### src/rtl/apb_sram_pkg.sv
// apb_sram_pkg: state encoding and address helpers shared by apb_sram_ctrl.
package apb_sram_pkg;

   typedef enum logic [2:0] {
      IDLE = 3'd0,
      WR   = 3'd1,
      RD1  = 3'd2,
      RD2  = 3'd3,
      ERR  = 3'd4
   } state_e;

   function automatic int unsigned calc_bo(input int unsigned datawidth);
      return $clog2(datawidth / 32'd8);
   endfunction

   function automatic logic addr_legal(input logic [63:0]  paddr,
                                       input int unsigned  depth,
                                       input int unsigned  bytes_per_word);
      logic [63:0] limit;
      logic [63:0] lsb_mask;
      limit    = 64'(depth) * 64'(bytes_per_word);
      lsb_mask = 64'(bytes_per_word) - 64'd1;
      return ((paddr & lsb_mask) == 64'd0) && (paddr < limit);
   endfunction

endpackage

### src/rtl/apb_sram_ctrl.sv
// apb_sram_ctrl: APB3 slave driving a 1-cycle-read-latency single-port RAM.
// Build option: define APB_SRAM_SLVERR_EN to flag illegal addresses via the ERR state.
module apb_sram_ctrl
   import apb_sram_pkg::*;
#(
   parameter int unsigned DATAWIDTH  = 32,
   parameter int unsigned RAM_DEPTH  = 128,
   parameter int unsigned ADDR_WIDTH = 32
) (
   input  logic                         clk,
   input  logic                         rstn,
   input  logic                         psel,
   input  logic                         penable,
   input  logic                         pwrite,
   input  logic [ADDR_WIDTH-1:0]        paddr,
   input  logic [DATAWIDTH-1:0]         pwdata,
   output logic [DATAWIDTH-1:0]         prdata,
   output logic                         pready,
   output logic                         pslverr,
   output logic                         ram_sel,
   output logic                         ram_we,
   output logic [$clog2(RAM_DEPTH)-1:0] ram_addr,
   output logic [DATAWIDTH-1:0]         ram_wdata,
   input  logic [DATAWIDTH-1:0]         ram_rdata
);

   localparam int unsigned BO  = calc_bo(DATAWIDTH);
   localparam int unsigned AW  = $clog2(RAM_DEPTH);
   localparam int unsigned BPW = DATAWIDTH / 32'd8;

   state_e                 state_q, state_d;
   logic                   ram_sel_q, ram_sel_d;
   logic                   ram_we_q, ram_we_d;
   logic [AW-1:0]          ram_addr_q, ram_addr_d;
   logic [DATAWIDTH-1:0]   ram_wdata_q, ram_wdata_d;
   logic [AW-1:0]          widx_s;
   logic                   setup_s;
   logic                   legal_s;

   assign widx_s  = paddr[BO+AW-1:BO];
   assign setup_s = psel & ~penable;

`ifdef APB_SRAM_SLVERR_EN
   assign legal_s = addr_legal(64'(paddr), RAM_DEPTH, BPW);
`else
   // Every address maps onto a word: offset bits and upper bits are dropped.
   logic unused_paddr_s;
   assign unused_paddr_s = ^paddr;
   assign legal_s        = 1'b1;
`endif

   // Next-state and RAM-control next values.
   always_comb begin
      state_d     = state_q;
      ram_sel_d   = ram_sel_q;
      ram_we_d    = ram_we_q;
      ram_addr_d  = ram_addr_q;
      ram_wdata_d = ram_wdata_q;
      case (state_q)
         IDLE: begin
            if (setup_s && legal_s) begin
               ram_sel_d  = 1'b1;
               ram_we_d   = pwrite;
               ram_addr_d = widx_s;
               if (pwrite) begin
                  ram_wdata_d = pwdata;
                  state_d     = WR;
               end else begin
                  state_d = RD1;
               end
            end
`ifdef APB_SRAM_SLVERR_EN
            else if (setup_s) begin
               state_d = ERR;
            end
`endif
            else begin
               state_d = IDLE;
            end
         end
         WR: begin
            ram_sel_d = 1'b0;
            ram_we_d  = 1'b0;
            state_d   = IDLE;
         end
         RD1: begin
            // Dropping psel here aborts the read before the response phase.
            ram_sel_d = 1'b0;
            ram_we_d  = 1'b0;
            if (psel) begin
               state_d = RD2;
            end else begin
               state_d = IDLE;
            end
         end
         RD2: begin
            state_d = IDLE;
         end
`ifdef APB_SRAM_SLVERR_EN
         ERR: begin
            state_d = IDLE;
         end
`endif
         default: begin
            ram_sel_d = 1'b0;
            ram_we_d  = 1'b0;
            state_d   = IDLE;
         end
      endcase
   end

   // State and RAM-control registers with synchronous reset.
   always_ff @(posedge clk) begin
      if (!rstn) begin
         state_q     <= IDLE;
         ram_sel_q   <= 1'b0;
         ram_we_q    <= 1'b0;
         ram_addr_q  <= {AW{1'b0}};
         ram_wdata_q <= {DATAWIDTH{1'b0}};
      end else begin
         state_q     <= state_d;
         ram_sel_q   <= ram_sel_d;
         ram_we_q    <= ram_we_d;
         ram_addr_q  <= ram_addr_d;
         ram_wdata_q <= ram_wdata_d;
      end
   end

   // Moore decode of the APB response from the state register.
   always_comb begin
      pready  = 1'b0;
      pslverr = 1'b0;
      prdata  = {DATAWIDTH{1'b0}};
      case (state_q)
         WR: begin
            pready = 1'b1;
         end
         RD2: begin
            pready = 1'b1;
            prdata = ram_rdata;
         end
`ifdef APB_SRAM_SLVERR_EN
         ERR: begin
            pready  = 1'b1;
            pslverr = 1'b1;
         end
`endif
         default: begin
            pready = 1'b0;
         end
      endcase
   end

   assign ram_sel   = ram_sel_q;
   assign ram_we    = ram_we_q;
   assign ram_addr  = ram_addr_q;
   assign ram_wdata = ram_wdata_q;

endmodule

### config.mk
export PLATFORM = sky130hd
export DESIGN_NAME = apb_sram_ctrl
export DESIGN_NICKNAME = d
export VERILOG_FILES = /design/src/rtl/apb_sram_pkg.sv /design/src/rtl/apb_sram_ctrl.sv
export SDC_FILE = /design/constraint.sdc
export NUM_CORES = 1
export LEC_CHECK = 0
export CORE_AREA = 2 2 68 70
export DETAILED_ROUTE_END_ITERATION = 6
export DIE_AREA = 0 0 70 72
export DONT_BUFFER_PORTS = 1
export SLEW_MARGIN = 10
export SYNTH_ARGS = -nofsm -noshare
export SYNTH_HDL_FRONTEND = slang
export SYNTH_SLANG_ARGS = --single-unit
### constraint.sdc
create_clock -name clk -period 4.7 [get_ports clk]
set_clock_uncertainty 0.05 [all_clocks]
set_input_delay 0.235 -clock clk [delete_from_list [all_inputs] [get_ports clk]]
set_output_delay 0.235 -clock clk [all_outputs]
set_load 0.02 [all_outputs]
* After elaboration in Yosys (flattened, before gate mapping)
Index checks and enable logic that the tools add are counted.
Cells by class: eq/ne operators 4, reduce and logical (&&, ||, !) cells 5, mux-type cells 10, bitwise gates (word level) 3
Operators by type and width (count):
- 32-bit two-way mux | 1
- 3-bit by 2-bit == test with 1-bit output, second input constant | 2
- 3-bit one-hot mux with 2 select lines | 1
- 2-bit two-way mux | 2
- 1-bit one-hot mux with 2 select lines | 2
- 2-bit AND reduction | 2
- 3-bit by 1-bit == test with 1-bit output, second input constant | 1
- 3-bit logical NOT | 1
- 1-bit two-way mux | 3
- 3-bit two-way mux | 1
- 3-bit AND reduction | 1
- 2-bit != test, second input constant | 1
- 1-bit inverter | 2
- 2-bit OR reduction | 1
- 1-bit bitwise AND | 1
Word-level totals: bits of input ports 101, logic and storage cells 27, bits in registers 44, output and inout port bits 75

* Longest topological paths before layout
depth in word-level cells 4, depth in mapped cells 5, mapped depth without buffers 3

* Least setup slack after synthesis
Ideal clock, no wire load.
path kind flip-flop to flip-flop, start point register state_q[0], end point register ram_wdata_q[0], in the netlist ram_wdata[0], slack 3.193 ns, clock period less this slack 1.507 ns, arrival time 1.338 ns, required time 4.530 ns, cell stages (with the launch flop) 6, library setup time 0.120 ns, path buffers 2, cells stage by stage dfxtp_1 -> buf_2 -> nor4b_4 -> nand2_4 -> buf_6 -> mux2i_1
On the way: word-level cells in the longest chain between the ends 2
Ends and longest elaborated chain:
- start, declared | RTL line apb_sram_ctrl.sv:31 | state_e state_q, state_d;
- start signal, assigned | RTL line apb_sram_ctrl.sv:121 | state_q <= state_d;
- 3-bit logical NOT | RTL line apb_sram_ctrl.sv:59 | case (state_q)
- 3-bit AND reduction (no source line)
- end signal, assigned | RTL line apb_sram_ctrl.sv:119 | ram_wdata_q <= {DATAWIDTH{1'b0}};
- end signal, assigned | RTL line apb_sram_ctrl.sv:125 | ram_wdata_q <= ram_wdata_d;
- end, declared | RTL line apb_sram_ctrl.sv:35 | logic [DATAWIDTH-1:0] ram_wdata_q, ram_wdata_d;
Every way passes these cells. A chain may end at the register's enable or synchronous reset.

* Final worst setup path
start point register state_q[0], end point register ram_wdata_q[26], in the netlist ram_wdata[26]
Same word-level chain as after synthesis.

==> summary.md <==
| Metric | Value |
|---|---|
| Setup TNS | 0 ns |
| Post-DRT Antenna Nets | 0 |
| Seq/Total Area, Yosys | 0.444 |
| First-pass GRT wire length | 6170 µm |
| Routed len/inst | ~15 µm |
| Grt total ovfl | 0 |
| Crit-path slowest cell | nor4b_4 |
| PD cells | between 300 and 400 nW/µm² |
| H-tree depth | 2 |
| Setup-failing EPs final | 0 |
| GPL Wtd Cong | about 0.7 |
| CTS clock-pin slew for the worst setup and hold paths | around 0.080 ns |
| Mapped Area | 1940 µm² |
| Worst slack at placement | 2.48 ns |
| Crit. End Element | register |
| # resized after CTS | 0 |
| Worst-path cell chain | nor4b_4, nand2_4, mux2i_1 |
| Worst Tran Pin Value | roughly 1.0 ns |
| Initial antenna violation count | 1 |
| Clk_lat worst skew | about 0.28 ns |
| Worst Setup Start Kind | register |
| Core region area | about 4300 µm² |
| Die area | 5040 µm² |
| Final Critical Period | 2.22 ns |
| Max cap viols | 0 |
| Die width | 70 µm |
| Outcome | finished clean |
| Die H | 72 µm |
| Hold crit path type | in -> reg |
| Vias per cell | 5.24 |
| Final hold violation count | 0 |
| Max Root-Sink Buffers | 2 |
| Pleak | about 1.1 nW |
| Synthesis-to-layout area growth | 4.00% |
| I/O Pins | between 150 and 200 |
| Sinks on the clock net | 43 |
| Nets | 319 |
| RSZ-0062 raised after global routing | no |
| DRT iter0 DRCs | 94 |
| Crit path kind | reg -> reg |
| Drt drc | 0 |
| FP Rows | 24 |
| CTS buffer count | 5 |
| Vias | 1426 |
| Synthesized net count | 333 |
| Total iterations of the first detailed-routing run | 4 |
| Post-route design area | 2020 µm² |
| Synth cell types | 20 |
| Post-route clock period utilization | 0.471 |
| Leading area contributor after synthesis | dfxtp_1 |
| Final WS setup | 2.49 ns |
| Root buf cell | clkbuf_8 |
| Critical Path RT | 4.81 ns |
| Total Wirelength | between 4000 and 5000 µm |
| Synth Instances | roughly 230 |
| Slew margin rel. | 0.326 |
| I/O Buffers | 0 |
| Postcts setup bufs | 0 |
| Synth top area share | 0.444 |
| Vias in the first global route | 1346 |
| Global router's overall resource usage | 0.153 |
| Number of synthesized register bits | 43 |
| Max-slew violation count | 0 |
| Total design power | 740 µW |
| CP arrival | 2.32 ns |
| Final HPWL DP | between 2000 and 3000 µm |
| Starting Density | 0.455 |
| Layout cells sized above 1 | 0.0502 |
| Peak Freq | 0.451 GHz |
| Yosys warnings | 0 |
| Area post-placement | 1900 µm² |
| Top cells by area, synth | dfxtp_1, mux2i_1, nand2_1, and3_1, clkbuf_1 |
| Max incr delay on CP | 0.69 ns |
| Synth Area per Inst | 8.36 µm² |
| Largest net degree at the start of global routing | 68 |
| Critical path fanouts, max | 38 |
| CTS tree | yes |
| Maximum VDD drop | around 0.19 mV |
| Post-CTS Hold Buffers | 0 |
==> area by class of cell <==
| cell class | count | area (µm²) |
|---|---|---|
| multi-input combinational | 167 | 968 |
| tap | 52 | 65.1 |
| fill | 424 | 2250 |
| inverter | 1 | 3.75 |
| clock inverter | 2 | 35.0 |
| clock buffer | 6 | 82.6 |
| antenna | 1 | 2.50 |
| sequential | 43 | 861 |
==> Yosys cell counts <==
library cell	instances
nand2_1	80
dfxtp_1	43
and3_1	32
mux2i_1	32
clkbuf_1	15
a21oi_1	10
buf_6	3
nor2_1	3
buf_2	2
nand2b_1	2
and2_1	1
buf_4	1
clkinv_1	1
conb_1	1
nand2_4	1
nor3b_1	1
nor4b_4	1
o21ai_0	1
o22ai_1	1
or4b_2	1
==> cell families after synthesis <==
| group | synth area share |
|---|---|
| AO/OA/AOI/OAI | 0.0316 |
| other | 0.00193 |
| flip-flops | 0.444 |
| multiplexers | 0.165 |
| buffers and inverters | 0.0574 |
| AND/OR/NAND/NOR | 0.300 |
==> registers in the layout (all words and copies together) (netlist names) <==
name,flops
state_q,2
ram_addr,7
ram_sel,1
ram_wdata,32
ram_we,1
==> power breakdown <==
part	switching (mW)	internal (mW)
clock	0.120	0.172
combinational	0.0211	0.0184
sequential	0.0300	0.378
total	0.171	0.569
==> through the flow <==
step	cells	hold slack [ns]	utilization
2_1_floorplan	232	0.321	-
3_3_place_gp	263	0.324	0.445
3_5_place_dp	263	0.328	0.445
4_1_cts	271	0.0160	0.473
5_1_grt	272	0.0189	0.473
6_report	272	0.0243	0.473
==> final timing paths <==
check | from | end | slack [ns] | cells past startpoint
worst max-delay path | state_q[0] | ram_wdata[26] | 2.49 | 3
worst min-delay path | paddr[5] | ram_addr[3] | 0.02 | 2
worst max register to register | state_q[0] | ram_wdata[26] | 2.49 | 3
worst min register to register | ram_addr[1] | ram_addr[1] | 0.50 | 2
==> per-layer routing <==
layer,routed length (µm),GRT usage
met5,0,0
met3,708,0.119
met4,32,0.0513
met1,1670,0.177
met2,1660,0.217
==> placed cells by master (no fill, tap or decap) <==
master / instances
nand2_1: 80
dfxtp_1: 43
clkinv_1: 1
o22ai_1: 1
conb_1: 1
or4b_2: 1
nand2_4: 1
bufinv_16: 1
a21oi_1: 10
nor2_1: 3
clkinv_2: 1
nor4b_4: 1
and2_1: 1
nor3b_1: 1
and3_1: 32
clkbuf_8: 6
nand2b_1: 2
diode_2: 1
o21ai_0: 1
mux2i_1: 32
==> worst max-delay path, delay by kind of cell, from the launching register on <==
kind	cells	cell delay [ns]
mux	1	0.23
simple gates	2	1.13
flops	1	0.65
No activity file was read; power rests on OpenSTA's default activity.
